[config.mk]
export PLATFORM = sky130hd
export DESIGN_NAME = pa_multi
export DESIGN_NICKNAME = d
export VERILOG_FILES = /design/src/rtl/pa_pkg.sv /design/src/rtl/pa_chan.sv /design/src/rtl/pa_multi.sv
export SDC_FILE = /design/constraint.sdc
export NUM_CORES = 2
export LEC_CHECK = 0
export BUFFER_PORTS_ARGS = -buffer_cell sky130_fd_sc_hd__buf_2
export CAP_MARGIN = 40
export CORE_UTILIZATION = 63
export CTS_CLUSTER_DIAMETER = 150
export DETAILED_ROUTE_END_ITERATION = 10
export HOLD_SLACK_MARGIN = 0.06
export PLACE_DENSITY = 0.85
export SYNTH_ARGS = -nofsm -noshare
export SYNTH_HDL_FRONTEND = slang
export SYNTH_SLANG_ARGS = --single-unit
[constraint.sdc]
create_clock -name clk -period 30.9 [get_ports clk]
set_clock_uncertainty 0.15 [all_clocks]
set_input_delay 4.635 -clock clk [delete_from_list [all_inputs] [get_ports clk]]
set_output_delay 4.635 -clock clk [all_outputs]
set_load 0.01 [all_outputs]
[src/rtl/pa_pkg.sv]
// Shared definitions for the multi-channel phase accumulator.
// Holds the wr_sel register encodings and the channel-address width helper.
package pa_pkg;

    localparam logic [1:0] SEL_FTW  = 2'd0;
    localparam logic [1:0] SEL_POFF = 2'd1;
    localparam logic [1:0] SEL_STEP = 2'd2;

    // Address width for n channels; never narrower than one bit.
    function automatic int calc_chw(input int n);
        if (n <= 1) return 1;
        return $clog2(n);
    endfunction

endpackage

[src/rtl/pa_chan.sv]
// One phase-accumulator channel: shadow/active FTW, POFF, STEP, the
// accumulator with linear sweep, offset+truncate output and wrap pulse.
// Ports: clk/rst, en_i, decoded write strobes wr_*_i, wr_data_i,
//        update_i, clr_i, sweep_en_i -> phase_o (NOUT), wrap_o.
module pa_chan #(
    parameter int NBIT = 24,
    parameter int NOUT = 12
) (
    input  logic            clk,
    input  logic            rst,
    input  logic            en_i,
    input  logic            wr_ftw_i,
    input  logic            wr_poff_i,
    input  logic            wr_step_i,
    input  logic [NBIT-1:0] wr_data_i,
    input  logic            update_i,
    input  logic            clr_i,
    input  logic            sweep_en_i,
    output logic [NOUT-1:0] phase_o,
    output logic            wrap_o
);

    logic [NBIT-1:0] ftw_shd_q, ftw_shd_d;
    logic [NBIT-1:0] poff_shd_q, poff_shd_d;
    logic [NBIT-1:0] step_shd_q, step_shd_d;
    logic [NBIT-1:0] ftw_act_q, ftw_act_d;
    logic [NBIT-1:0] poff_act_q, poff_act_d;
    logic [NBIT-1:0] step_act_q, step_act_d;
    logic [NBIT-1:0] acc_q, acc_d;
    logic [NOUT-1:0] phase_q, phase_d;
    logic            wrap_q, wrap_d;
    logic [NBIT:0]   sum;
    logic [NBIT-1:0] ofs;

    always_comb begin
        ftw_shd_d  = wr_ftw_i  ? wr_data_i : ftw_shd_q;
        poff_shd_d = wr_poff_i ? wr_data_i : poff_shd_q;
        step_shd_d = wr_step_i ? wr_data_i : step_shd_q;

        // Commit reads the registered shadows, so a write on the
        // same edge only lands at the following update.
        poff_act_d = update_i ? poff_shd_q : poff_act_q;
        step_act_d = update_i ? step_shd_q : step_act_q;
        ftw_act_d  = ftw_act_q;
        if (update_i)
            ftw_act_d = ftw_shd_q;
        else if (sweep_en_i && en_i)
            ftw_act_d = ftw_act_q + step_act_q;

        // Accumulate with the pre-sweep FTW; carry becomes the wrap pulse.
        sum    = {1'b0, acc_q} + {1'b0, ftw_act_q};
        acc_d  = acc_q;
        wrap_d = wrap_q;
        if (clr_i) begin
            acc_d  = '0;
            wrap_d = 1'b0;
        end else if (en_i) begin
            acc_d  = sum[NBIT-1:0];
            wrap_d = sum[NBIT];
        end

        ofs     = acc_q + poff_act_q;
        phase_d = NOUT'(ofs >> (NBIT - NOUT));
    end

    always_ff @(posedge clk or posedge rst) begin
        if (rst) begin
            ftw_shd_q  <= '0;
            poff_shd_q <= '0;
            step_shd_q <= '0;
            ftw_act_q  <= '0;
            poff_act_q <= '0;
            step_act_q <= '0;
            acc_q      <= '0;
            phase_q    <= '0;
            wrap_q     <= 1'b0;
        end else begin
            ftw_shd_q  <= ftw_shd_d;
            poff_shd_q <= poff_shd_d;
            step_shd_q <= step_shd_d;
            ftw_act_q  <= ftw_act_d;
            poff_act_q <= poff_act_d;
            step_act_q <= step_act_d;
            acc_q      <= acc_d;
            phase_q    <= phase_d;
            wrap_q     <= wrap_d;
        end
    end

    assign phase_o = phase_q;
    assign wrap_o  = wrap_q;

endmodule

[src/rtl/pa_multi.sv]
// Multi-channel phase accumulator: NCH parallel pa_chan instances,
// register-write address decode and the output valid flop.
// Ports: clk/rst, en, wr_en/wr_addr/wr_sel/wr_data, update, clr,
//        sweep_en -> phase_out (NCH*NOUT), valid, wrap (NCH).
module pa_multi
    import pa_pkg::*;
#(
    parameter  int NBIT = 24,
    parameter  int NOUT = 12,
    parameter  int NCH  = 4,
    localparam int CHW  = calc_chw(NCH)
) (
    input  logic                clk,
    input  logic                rst,
    input  logic                en,
    input  logic                wr_en,
    input  logic [CHW-1:0]      wr_addr,
    input  logic [1:0]          wr_sel,
    input  logic [NBIT-1:0]     wr_data,
    input  logic                update,
    input  logic [NCH-1:0]      clr,
    input  logic [NCH-1:0]      sweep_en,
    output logic [NCH*NOUT-1:0] phase_out,
    output logic                valid,
    output logic [NCH-1:0]      wrap
);

    logic valid_q;

    for (genvar c = 0; c < NCH; c++) begin : g_ch
        // Addresses with no matching channel select nothing.
        logic hit;
        assign hit = wr_en && (wr_addr == CHW'(c));

        pa_chan #(
            .NBIT(NBIT),
            .NOUT(NOUT)
        ) u_chan (
            .clk        (clk),
            .rst        (rst),
            .en_i       (en),
            .wr_ftw_i   (hit && (wr_sel == SEL_FTW)),
            .wr_poff_i  (hit && (wr_sel == SEL_POFF)),
            .wr_step_i  (hit && (wr_sel == SEL_STEP)),
            .wr_data_i  (wr_data),
            .update_i   (update),
            .clr_i      (clr[c]),
            .sweep_en_i (sweep_en[c]),
            .phase_o    (phase_out[c*NOUT +: NOUT]),
            .wrap_o     (wrap[c])
        );
    end

    always_ff @(posedge clk or posedge rst) begin
        if (rst) valid_q <= 1'b0;
        else     valid_q <= en;
    end

    assign valid = valid_q;

endmodule

==> impl_metrics.ini <==
[floorplanning]
core_um2 = 59500
fp.dieW_um = 248
rows = 89
ios = 94
fp.dieH_um = 248
dieArea_um2 = 61700
start_util = 0.643

[global_routing]
grt_max_degree = 191
overflow = 0
grt_pass1_wl_mm = 146
grt_pass1_vias = 27600
grtUsageTotal = 0.294
antenna_found_initial = 9

[placement]
port_buffers = 93
dp_hpwl_mm = 58.3
place_ws_ns = 23.50
routabilityCongestion = 0.897
postPlaceCellArea_um2 = 39500

[sta]
layout_setup_ws_ns = 23.96
fin_hold_ws_ns = 0.307
period_minus_slack_ns = 6.94
final_hold_viol_count = 0
clock.fmax_mhz = 144
fin_crit_sh = 0.225
tns_ns = 0
relSlewSlack = 0.317
tightest_slew_ns = 1.02
slew_violations = 0
rsz0062_at_grt = no
finalSetupViolCount = 0

[yosys]
synth_mux_area_frac = 0.159
ys_ff_latch = 725
syn_area_um2 = 38300
synth.most_common_cell = dfrtp_1
syn_nets = 3710
synth-main-ff-cell = dfrtp_1
yosysTopAreaCell = dfrtp_1
synthTopCellsByCount = dfrtp_1, mux2_2, ha_1
netlist_instances = 3385
synth_edf_count = 0
synth-simple-area-share = 0.0801
yosysSeqAreaShare = 0.474
synth.distinct_cells = 84
synthDominantCellAreaShare = 0.474
async_flop_share = 1.00
synth_top_family_by_area = multiplexers
synth_compound_area_frac = 0.131
yosys.area_share.adder = 0.0944
synth_area_leaders = dfrtp_1, mux2_2, ha_1, a21oi_1, xnor2_1
synth.avg_cell_area_um2 = 11.3
synth_xor_xnor_area_share = 0.0401
ys_warn_count = 0

[cts]
postCtsSetupRepairBufs = 0
cts_buffers = 74
worstSkewPairLatency_ns = 0.62
clk_pin_slew_ns = 0.06
ctsLongestPathBuffers = 3
post_cts_resized = 0
root_buffer = clkbuf_16
htreeDepth = 3
hold_buffers = 0
cts_tree = yes
cts_sinks = 725

[drt]
drt_iter0_drc = 1905
final_antenna_net_count = 0
wire_per_inst_um = 21.1
drt_first_pass_iters = 5
route.vias.total = 27200
routed_wl_mm = 90.1
drcViolationCount = 0
via_per_inst = 6.37

[layout]
stdcell_area_um2 = 42100
diodes = 0
fillers = 3879
regArea_um2 = 18100
fin_nets = 3765
drive_gt1_frac = 0.216
multi_input_area_um2 = 19300
syn_to_final_growth_pct = 10.0

[run_status]
status = finished clean

[setup_path]
crit_fanout = 75
worstSetupStartpointType = primary input
cp-end-kind = register
critPathArrivalTime_ns = 7.30
critPathRequiredTime_ns = 31.27
path_class = primary input to register

[run]
maxCapViolations = 0

[power_and_ir_drop]
leakagePower_uw = 0.0199
ir_worst_vdd_mv = 0.0393
totalPowerFinal_uw = 3600
power_density_nw_per_um2 = 85.6

[hold_path]
hold_path.class = register to register
[per-layer routing]
metal | global-route usage | share of wire
met3 | 0.0483 | 0.068
met2 | 0.484 | 0.48
met1 | 0.389 | 0.42
met5 | 0 | 0.00013
met4 | 0.122 | 0.038
[stage by stage]
step / utilization / instances
2_1_floorplan: - / 3385
4_1_cts: 0.708 / 4269
6_report: 0.708 / 4270
3_5_place_dp: 0.665 / 4136
3_3_place_gp: 0.662 / 4129
5_1_grt: 0.708 / 4270
[critical path, cell delays in order]
cell	delay, ns
buf_6	0.58
buf_4	0.72
nand2_1	0.10
buf_4	0.32
or4_1	0.62
a31oi_1	0.25
[state kept, by name, summed over array words and instances (netlist names)]
name                    count
valid                       1
g_ch.u_chan.poff_act_q     96
g_ch.u_chan.step_shd_q     96
g_ch.u_chan.ftw_act_q      96
g_ch.u_chan.phase_o        48
g_ch.u_chan.ftw_shd_q      96
g_ch.u_chan.acc_q          96
g_ch.u_chan.step_act_q     96
g_ch.u_chan.wrap_o          4
g_ch.u_chan.poff_shd_q     96
[worst paths after layout]
kind                                                      startpoint                                   endpoint  slack, ns  cells after the start
max                                                               en   g_ch[0].u_chan.ftw_act_q[23]$_DFFE_PP0P_      23.96                      6
min                        g_ch[3].u_chan.step_shd_q[23]$_DFFE_PP0P_  g_ch[3].u_chan.step_act_q[23]$_DFFE_PP0P_       0.31                      2
max reg2reg                  g_ch[1].u_chan.ftw_act_q[0]$_DFFE_PP0P_       g_ch[1].u_chan.acc_q[22]$_DFFE_PP0P_      27.20                     11
min reg2reg                g_ch[3].u_chan.step_shd_q[23]$_DFFE_PP0P_  g_ch[3].u_chan.step_act_q[23]$_DFFE_PP0P_       0.31                      2
max in group asynchronous                                        rst  g_ch[3].u_chan.step_shd_q[12]$_DFFE_PP0P_      24.92                      4
min in group asynchronous                                        rst  g_ch[0].u_chan.poff_shd_q[19]$_DFFE_PP0P_       3.87                      2
[cell families after synthesis]
family                     Yosys count
AOI/OAI and AO/OA                  781
DFF                                725
and+or+nand+nor                    663
muxes                              549
adders and majority gates          284
buffers and inverters              208
xor gates and xnor gates           175
[cell type report]
type | instances | share of cell area
timing repair buffer | 127 | 0.0205
clock buffer | 113 | 0.0555
multi-input combinational | 2452 | 0.460
tap | 773 | 0.0230
clock inverter | 20 | 0.00490
sequential | 725 | 0.431
inverter | 60 | 0.00553
[power breakdown]
part | switching, uW | leakage [uW] | total (uW) | internal [uW]
logic | 686 | 0.00964 | 1290 | 601
registers | 184 | 0.00901 | 1390 | 1210
clock network | 372 | 0.00127 | 925 | 554
[cells in the final DEF (no fill, tap or decap), types with 59 or more instances in the layout]
cell type and count:
a21o_1 87, a21oi_1 216, buf_2 92, clkbuf_16 79, dfrtp_1 725, ha_1 276
inv_1 59, mux2_2 476, mux2i_1 73, nand2_1 186, nor2_1 230, o21ai_0 178
xnor2_1 107, xor2_1 68
(Power assumes the default switching activity.)
